## src/rtl/cpu_pkg.sv

```systemverilog
// Shared CPU definitions: opcodes, ALU codes and the ID/EX control bundle.
// Consumed by id_ex_reg and hazard_detect.
package cpu_pkg;

    localparam logic [5:0] OP_RTYPE = 6'b000000;
    localparam logic [5:0] OP_LW    = 6'b100011;
    localparam logic [5:0] OP_SW    = 6'b101011;
    localparam logic [5:0] OP_BEQ   = 6'b000100;
    localparam logic [5:0] OP_ADDI  = 6'b001000;

    localparam logic [2:0] ALU_AND = 3'b000;
    localparam logic [2:0] ALU_OR  = 3'b001;
    localparam logic [2:0] ALU_ADD = 3'b010;
    localparam logic [2:0] ALU_SUB = 3'b110;
    localparam logic [2:0] ALU_SLT = 3'b111;

    typedef struct packed {
        logic       reg_write;
        logic       reg_dst;
        logic       alu_src;
        logic       branch;
        logic       mem_write;
        logic       mem_to_reg;
        logic [2:0] alu_control;
    } id_ex_ctrl_t;

    localparam id_ex_ctrl_t CTRL_BUBBLE = '0;

    typedef enum logic [1:0] {
        ACT_HOLD,
        ACT_BUBBLE,
        ACT_CAPTURE
    } stage_action_e;

    // An unknown (X) code falls to the default and is reported as not known.
    function automatic logic alu_code_known(input logic [2:0] code);
        case (code)
            ALU_AND, ALU_OR, ALU_ADD, ALU_SUB, ALU_SLT: return 1'b1;
            default:                                    return 1'b0;
        endcase
    endfunction

endpackage

```

## src/rtl/id_ex_reg_hazard_detect.sv

```systemverilog
// Load-use hazard comparator: a load in EX whose destination feeds the
// instruction currently in ID.
module hazard_detect
    import cpu_pkg::*;
(
    input  logic       i_ex_valid,
    input  logic       i_ex_mem_to_reg,
    input  logic [4:0] i_ex_rt,
    input  logic       i_id_valid,
    input  logic [4:0] i_id_rs,
    input  logic [4:0] i_id_rt,
    output logic       o_load_use
);

    logic w_rt_nonzero;
    logic w_src_match;

    assign w_rt_nonzero = (i_ex_rt != 5'd0);
    assign w_src_match  = (i_ex_rt == i_id_rs) || (i_ex_rt == i_id_rt);
    assign o_load_use   = i_ex_valid & i_ex_mem_to_reg & w_rt_nonzero
                        & i_id_valid & w_src_match;

endmodule

```

## src/rtl/id_ex_reg.sv

```systemverilog
// ID/EX pipeline register with flush/stall, illegal-op squashing and a
// saturating bubble counter. Load-use detection is built only when
// ID_EX_LOAD_USE_DETECT_EN is defined.
module id_ex_reg
    import cpu_pkg::*;
(
    input  logic        clk,
    input  logic        reset_n,
    input  logic        id_valid,
    input  logic [5:0]  op,
    input  logic        reg_write,
    input  logic        reg_dst,
    input  logic        alu_src,
    input  logic        branch,
    input  logic        mem_write,
    input  logic        mem_to_reg,
    input  logic [2:0]  alu_control,
    input  logic [31:0] rd1,
    input  logic [31:0] rd2,
    input  logic [31:0] sign_imm,
    input  logic [31:0] pc_plus4,
    input  logic [4:0]  rs,
    input  logic [4:0]  rt,
    input  logic [4:0]  rd,
    input  logic        stall,
    input  logic        flush,
    output logic        ex_valid,
    output logic        ex_illegal,
    output logic        ex_reg_write,
    output logic        ex_reg_dst,
    output logic        ex_alu_src,
    output logic        ex_branch,
    output logic        ex_mem_write,
    output logic        ex_mem_to_reg,
    output logic [2:0]  ex_alu_control,
    output logic [31:0] ex_rd1,
    output logic [31:0] ex_rd2,
    output logic [31:0] ex_sign_imm,
    output logic [31:0] ex_pc_plus4,
    output logic [4:0]  ex_rs,
    output logic [4:0]  ex_rt,
    output logic [4:0]  ex_rd,
    output logic        load_use_stall,
    output logic [15:0] bubble_cnt
);

    logic          r_valid;
    logic          r_illegal;
    id_ex_ctrl_t   r_ctrl;
    logic [31:0]   r_rd1;
    logic [31:0]   r_rd2;
    logic [31:0]   r_sign_imm;
    logic [31:0]   r_pc_plus4;
    logic [4:0]    r_rs;
    logic [4:0]    r_rt;
    logic [4:0]    r_rd;
    logic [15:0]   r_bubble_cnt;

    logic          w_illegal;
    logic          w_load_use;
    id_ex_ctrl_t   w_id_ctrl;
    id_ex_ctrl_t   w_cap_ctrl;
    stage_action_e w_action;

`ifdef ID_EX_LOAD_USE_DETECT_EN
    hazard_detect u_hazard_detect (
        .i_ex_valid      (r_valid),
        .i_ex_mem_to_reg (r_ctrl.mem_to_reg),
        .i_ex_rt         (r_rt),
        .i_id_valid      (id_valid),
        .i_id_rs         (rs),
        .i_id_rt         (rt),
        .o_load_use      (w_load_use)
    );
`else
    assign w_load_use = 1'b0;
`endif

    // Unknown opcodes and R-type with an unrecognised (or X) ALU code are illegal.
    always_comb begin
        w_illegal = 1'b0;
        case (op)
            OP_RTYPE:                     w_illegal = !alu_code_known(alu_control);
            OP_LW, OP_SW, OP_BEQ, OP_ADDI: w_illegal = 1'b0;
            default:                      w_illegal = 1'b1;
        endcase
    end

    assign w_id_ctrl  = '{reg_write, reg_dst, alu_src, branch,
                          mem_write, mem_to_reg, alu_control};
    assign w_cap_ctrl = w_illegal ? CTRL_BUBBLE : w_id_ctrl;

    always_comb begin
        w_action = ACT_CAPTURE;
        if (flush)
            w_action = ACT_BUBBLE;
        else if (stall)
            w_action = ACT_HOLD;
        else if (w_load_use || !id_valid)
            w_action = ACT_BUBBLE;
    end

    always_ff @(posedge clk or negedge reset_n) begin
        if (!reset_n) begin
            r_valid      <= 1'b0;
            r_illegal    <= 1'b0;
            r_ctrl       <= CTRL_BUBBLE;
            r_rd1        <= '0;
            r_rd2        <= '0;
            r_sign_imm   <= '0;
            r_pc_plus4   <= '0;
            r_rs         <= '0;
            r_rt         <= '0;
            r_rd         <= '0;
            r_bubble_cnt <= '0;
        end else begin
            case (w_action)
                ACT_BUBBLE: begin
                    r_valid    <= 1'b0;
                    r_illegal  <= 1'b0;
                    r_ctrl     <= CTRL_BUBBLE;
                    r_rd1      <= '0;
                    r_rd2      <= '0;
                    r_sign_imm <= '0;
                    r_pc_plus4 <= '0;
                    r_rs       <= '0;
                    r_rt       <= '0;
                    r_rd       <= '0;
                    if (r_bubble_cnt != 16'hFFFF)
                        r_bubble_cnt <= r_bubble_cnt + 16'd1;
                end
                ACT_CAPTURE: begin
                    r_valid    <= 1'b1;
                    r_illegal  <= w_illegal;
                    r_ctrl     <= w_cap_ctrl;
                    r_rd1      <= rd1;
                    r_rd2      <= rd2;
                    r_sign_imm <= sign_imm;
                    r_pc_plus4 <= pc_plus4;
                    r_rs       <= rs;
                    r_rt       <= rt;
                    r_rd       <= rd;
                end
                default: ;
            endcase
        end
    end

    assign ex_valid       = r_valid;
    assign ex_illegal     = r_illegal;
    assign ex_reg_write   = r_ctrl.reg_write;
    assign ex_reg_dst     = r_ctrl.reg_dst;
    assign ex_alu_src     = r_ctrl.alu_src;
    assign ex_branch      = r_ctrl.branch;
    assign ex_mem_write   = r_ctrl.mem_write;
    assign ex_mem_to_reg  = r_ctrl.mem_to_reg;
    assign ex_alu_control = r_ctrl.alu_control;
    assign ex_rd1         = r_rd1;
    assign ex_rd2         = r_rd2;
    assign ex_sign_imm    = r_sign_imm;
    assign ex_pc_plus4    = r_pc_plus4;
    assign ex_rs          = r_rs;
    assign ex_rt          = r_rt;
    assign ex_rd          = r_rd;
    assign load_use_stall = w_load_use;
    assign bubble_cnt     = r_bubble_cnt;

endmodule

```

## config.mk

```make
export PLATFORM = sky130hd
export DESIGN_NAME = id_ex_reg
export DESIGN_NICKNAME = d
export VERILOG_FILES = /design/src/rtl/cpu_pkg.sv /design/src/rtl/id_ex_reg_hazard_detect.sv /design/src/rtl/id_ex_reg.sv
export SDC_FILE = /design/constraint.sdc
export NUM_CORES = 1
export LEC_CHECK = 0
export BUFFER_PORTS_ARGS = -buffer_cell sky130_fd_sc_hd__buf_4
export CAP_MARGIN = 25
export CORE_ASPECT_RATIO = 0.5
export CORE_MARGIN = 1
export CORE_UTILIZATION = 35
export CTS_BUF_LIST = sky130_fd_sc_hd__clkbuf_16
export DETAILED_ROUTE_END_ITERATION = 10
export SLEW_MARGIN = 20
export SYNTH_ARGS = -nofsm -noshare
export SYNTH_HDL_FRONTEND = slang
export SYNTH_SLANG_ARGS = --single-unit
```

## constraint.sdc

```tcl
create_clock -name clk -period 5.4 [get_ports clk]
set_clock_uncertainty 0.05 [all_clocks]
set_input_delay 0.54 -clock clk [delete_from_list [all_inputs] [get_ports clk]]
set_output_delay 0.54 -clock clk [all_outputs]
set_load 0.05 [all_outputs]
```

* Yosys cells after proc, flatten, opt, wreduce, memory -nomap -nowiden
Index checks and enable logic that the tools add are counted.
Word-level totals: latch bits 0, logic and storage cells 53, memories 0, input bits 163, flip-flop bits (word level) 170, RAM bits 0, bits in read-only memories 0, output and inout port bits 171
Cells by class: magnitude comparators 0, bitwise logic cells 0, multiply operators 0, $add $sub $neg 1, div/mod/pow operators 0, shift-type cells 0, eq/ne operators 11, multiplexer cells 17, reduce and logical (&&, ||, !) cells 7
Operators with widths (number):
- $pmux 32 s2 | 4
- $pmux 5 s2 | 3
- $pmux 9 s2 | 1
- $add 16x1->16 const B | 1
- $ne 16x16->1 const B | 1
- $eq 6x6->1 const B | 2
- $mux 9 | 1
- $eq 3x3->1 const B | 2
- $eq 6x3->1 const B | 1
- $eq 6x4->1 const B | 1
- $logic_not 6->1 | 1
- $mux 2 | 3
- $pmux 1 s2 | 3
- $reduce_or 5->1 | 1
- $reduce_or 4->1 | 1
- $eq 3x1->1 const B | 1
- $eq 3x2->1 const B | 1
- $logic_not 3->1 | 1
- $eq 2x1->1 const B | 1
- $eq 2x2->1 const B | 1
- $mux 1 | 2
- $reduce_and 2->1 | 1
- $reduce_bool 2->1 | 1
- $logic_not 1->1 | 1

* Depth between registers and ports, before layout
depth after elaboration 8, gate-level depth with buffers 5

* Worst setup path before layout
No wires, ideal clock.
path type reg2reg, start point register r_bubble_cnt[0] (netlist: bubble_cnt[0]), end point register r_bubble_cnt[14] (netlist: bubble_cnt[14]), stages on the path, launching flop included 6, data arrival time 1.957 ns, clock period less this slack 2.135 ns, required time 5.222 ns, setup time 0.128 ns, setup slack 3.265 ns, cell sequence dfrtp_1 > ha_1 > nand4_1 > or3_1 > nor3_2 > mux2_1
On the way: longest elaborated chain between the ends 2, elaborated cells on any way between the ends 3
RTL lines:
- from (decl) | RTL line id_ex_reg.sv:57 | logic [15:0] r_bubble_cnt;
- from (signal assigned) | RTL line id_ex_reg.sv:130 | r_bubble_cnt <= r_bubble_cnt + 16'd1;
- branches (longest 2 deep; another with $add 16x1->16)
Several ways; the timed one is not identified. A chain may end at the register's enable or synchronous reset.

* Worst setup path in the final report
Same ends and word-level chain as after synthesis.

==> summary.md <==
| Metric | Value |
|---|---|
| Die Span X | 192 um |
| CP max-delay cell | or3_1 |
| Final setup margin | 3520 ps |
| RSZ-0062 raised after global routing | no |
| WP depth | 5 |
| Avg Inst Size Synth | 14.7 sq um |
| First-pass GRT wire length | 28.3 mm |
| Place WS | 3100 ps |
| CP Launch Type | flop |
| Vias | 4957 |
| Layout fillers | 1520 |
| Post-CTS Hold Buffers | 0 |
| GRT met3 Usage | 3.48% |
| YS warnings | 0 |
| Fmax | 533 MHz |
| End of the worst register-to-register path | bubble_cnt[14]$_DFFE_PN0P_ |
| Slew HR | 47.0% |
| Overall Global Routing Usage | 19.7% |
| RR Startpoint | bubble_cnt[0]$_DFFE_PN0P_ |
| Setup Fix Bufs, Post-CTS | 0 |
| Minimum clock period | 1880 ps |
| PD cells | 343 nW/um^2 |
| GRT overflow | 0 |
| Storage cell area | 4250 sq um |
| 1st-iter DRT viols | 253 |
| GR Layer Usage met1 | 25.4% |
| Leading area contributor after synthesis | dfrtp_1 |
| CTS Buffer Depth | 2 |
| Slew Limit Fails | 0 |
| DR vias/cell | 4.98 |
| Buf/Inv on CP | 0 |
| Crit end category | flop |
| Pin count of the biggest net entering global routing | 155 |
| Synth Instances | 429 |
| Post-Synthesis Net Count | 593 |
| CTS tree | done |
| Tightest Pin Transition | 795 ps |
| Post-CTS sizing | 0 |
| Core area | 17500 sq um |
| H-tree lvl count | 4 |
| Static Leak | 5.06 nW |
| Initial antenna violation count | 0 |
| Total CTS buffers | 17 |
| Hold Path Class | input pin to async pin |
| Std cell rows | 34 |
| Area grow syn2layout | 52.4% |
| Number of routed nets with antenna violations | 0 |
| Part of the Yosys area used for sequential elements | 67.6% |
| VDD IR-drop max | 278 uV |
| Max-cap violation count | 0 |
| Crit path from | bubble_cnt[0]$_DFFE_PN0P_ |
| CP endpoint | bubble_cnt[14]$_DFFE_PN0P_ |
| Reg2reg setup slack | 3520 ps |
| Top delay family on crit path | simple AND/OR/NAND/NOR gates |
| Clock sinks | 170 |
| GRT busiest layer | met2 |
| Routed WL per cell | 18.5 um |
| Hold_ws | 40.8 ps |
| Vias in the first global route | 4954 |
| Die area | 18500 sq um |
| First-pass detailed-route iteration total | 5 |
| Yosys reg bits | 170 |
| Netlist cell types | 43 |
| GR Util met2 | 34.0% |
| Multi-input logic area | 1900 sq um |
| Setup TNS | 0 ps |
| R2r worst-path depth | 5 |
| Hold Violations, Final | 0 |
| Critical path peak fanout | 4 |
| Layout cells sized above 1 | 49.6% |
| Final core occ | 54.8% |
| IO buf count | 332 |
| Hpwl dp | 12.5 mm |
| Slowest stage delay, CP | 420 ps |
| Clk pin slew, worst setup/hold paths | 70 ps |
| Crit path required time | 5640 ps |
| Initial Util | 36.0% |
| Ports | 334 |
| Residual DRC count | 0 |
| Top cell type's share of synthesized area | 67.6% |
| Post-Syn Area | 6290 sq um |
| Root Driver | clkbuf_16 |
| Status | complete, no violations |
| CP Data Arrival Time | 2120 ps |
| Final setup viols | 0 |
| Final #Nets | 913 |
| Routability cong. | 0.784 |
| Skew-Pair Late Insertion Delay | 410 ps |
| Critical path type | flop to flop |
| Final WL | 18.4 mm |
| Synth top area cells | dfrtp_1 (68%), a22o_1 (21%), buf_2 (1.0%) |
| N_diodes | 0 |
| Die extent in y | 96.8 um |
| Tcrit/Tclk final | 34.8% |
| Critical path, cell by cell | ha_1, nand4_1, or3_1, nor3_2, mux2_1 |
cells in the final DEF, fill, tap and decap left out, drive strengths merged, types with 2 or more instances in the layout:
master,count
nand4b,2
inv,8
and3,2
and4,2
nor2,6
xor2,5
buf,336
nand2b,2
or3,3
nand4,5
nand2,6
dfrtp,170
nand3,6
nor3,3
nor4,3
xnor2,5
bufinv,2
clkbuf,17
clkinv,4
nor2b,2
mux2,4
a22o,153
power by group:
part           internal [mW]  switching (mW)
logic                  0.233           0.414
clock network          0.695           0.540
registers               1.34          0.0661
worst reg2reg max path, stage by stage, from the launching register on:
cell,delay [ps]
dfrtp_1,410
ha_1,220
nand4_1,180
or3_1,420
nor3_2,150
mux2_1,330
area by class of cell:
class	instances	share of cell area, %
Clock buffer	17	4.44
Clock inverter	15	1.74
Multi-Input combinational cell	224	19.8
Sequential cell	170	44.4
Tap cell	234	3.05
Timing Repair Buffer	336	26.6
Yosys cell counts:
master,count
nor4_4,2
a21oi_1,1
conb_1,1
nor4b_1,1
a2111o_1,1
and3_1,2
mux2_2,2
nand3_2,1
nor2_1,5
nor3_2,1
buf_1,6
nor4_1,1
mux2_4,1
o21ba_2,1
clkbuf_1,15
o21bai_1,1
and3b_1,1
a31oi_1,1
a22o_1,153
mux2_1,1
nor2_2,1
a41oi_1,1
xnor2_1,5
nor2b_1,2
nand4_1,4
buf_4,1
ha_1,1
nand2b_1,2
and4_1,2
a2bb2oi_1,1
o211ai_1,1
nand4_4,1
nor3_1,2
dfrtp_1,170
buf_2,13
o21ai_0,1
nand3_1,5
xor2_1,5
a21o_1,1
nand4b_1,2
or3_1,3
nor3b_1,1
nand2_1,6
routing by layer:
metal | wire (um) | up-vias
met5 | 0 | -
met4 | 235 | 0
met3 | 757 | 16
met2 | 9520 | 136
met1 | 7910 | 2519
li1 | - | 2286
kinds of logic after synthesis:
family	synth area share, %
buffers and inverters	2.41
other	0.0596
AO/OA/AOI/OAI	22.5
XOR/XNOR	1.39
flip-flops	67.6
AND/OR/NAND/NOR	4.99
adder cells (fa/ha/maj)	0.199
multiplexers	0.776
per-stage QoR:
| stage | power, mW | cells | cell area [sq um] |
|---|---|---|---|
| 2_1_floorplan | 1.80 | 429 | 6290 |
| 3_3_place_gp | 2.08 | 964 | 8990 |
| 3_5_place_dp | 2.09 | 964 | 8990 |
| 4_1_cts | 3.33 | 996 | 9590 |
| 5_1_grt | 3.42 | 996 | 9590 |
| 6_report | 3.29 | 996 | 9590 |
worst min-delay path by stage:
stage	slack (ps)	endpoint	cells after the start	from
floorplan	190	bubble_cnt[0]$_DFFE_PN0P_	0	reset_n
global placement	410	ex_valid$_DFFE_PN0P_	1	ex_valid$_DFFE_PN0P_
detailed placement	420	ex_valid$_DFFE_PN0P_	1	ex_valid$_DFFE_PN0P_
CTS	60	ex_pc_plus4[21]$_DFFE_PN0P_	1	reset_n
global route	70	ex_rt[2]$_DFFE_PN0P_	1	reset_n
finish	40	ex_rs[0]$_DFFE_PN0P_	1	reset_n
(Power assumes the default switching activity.)
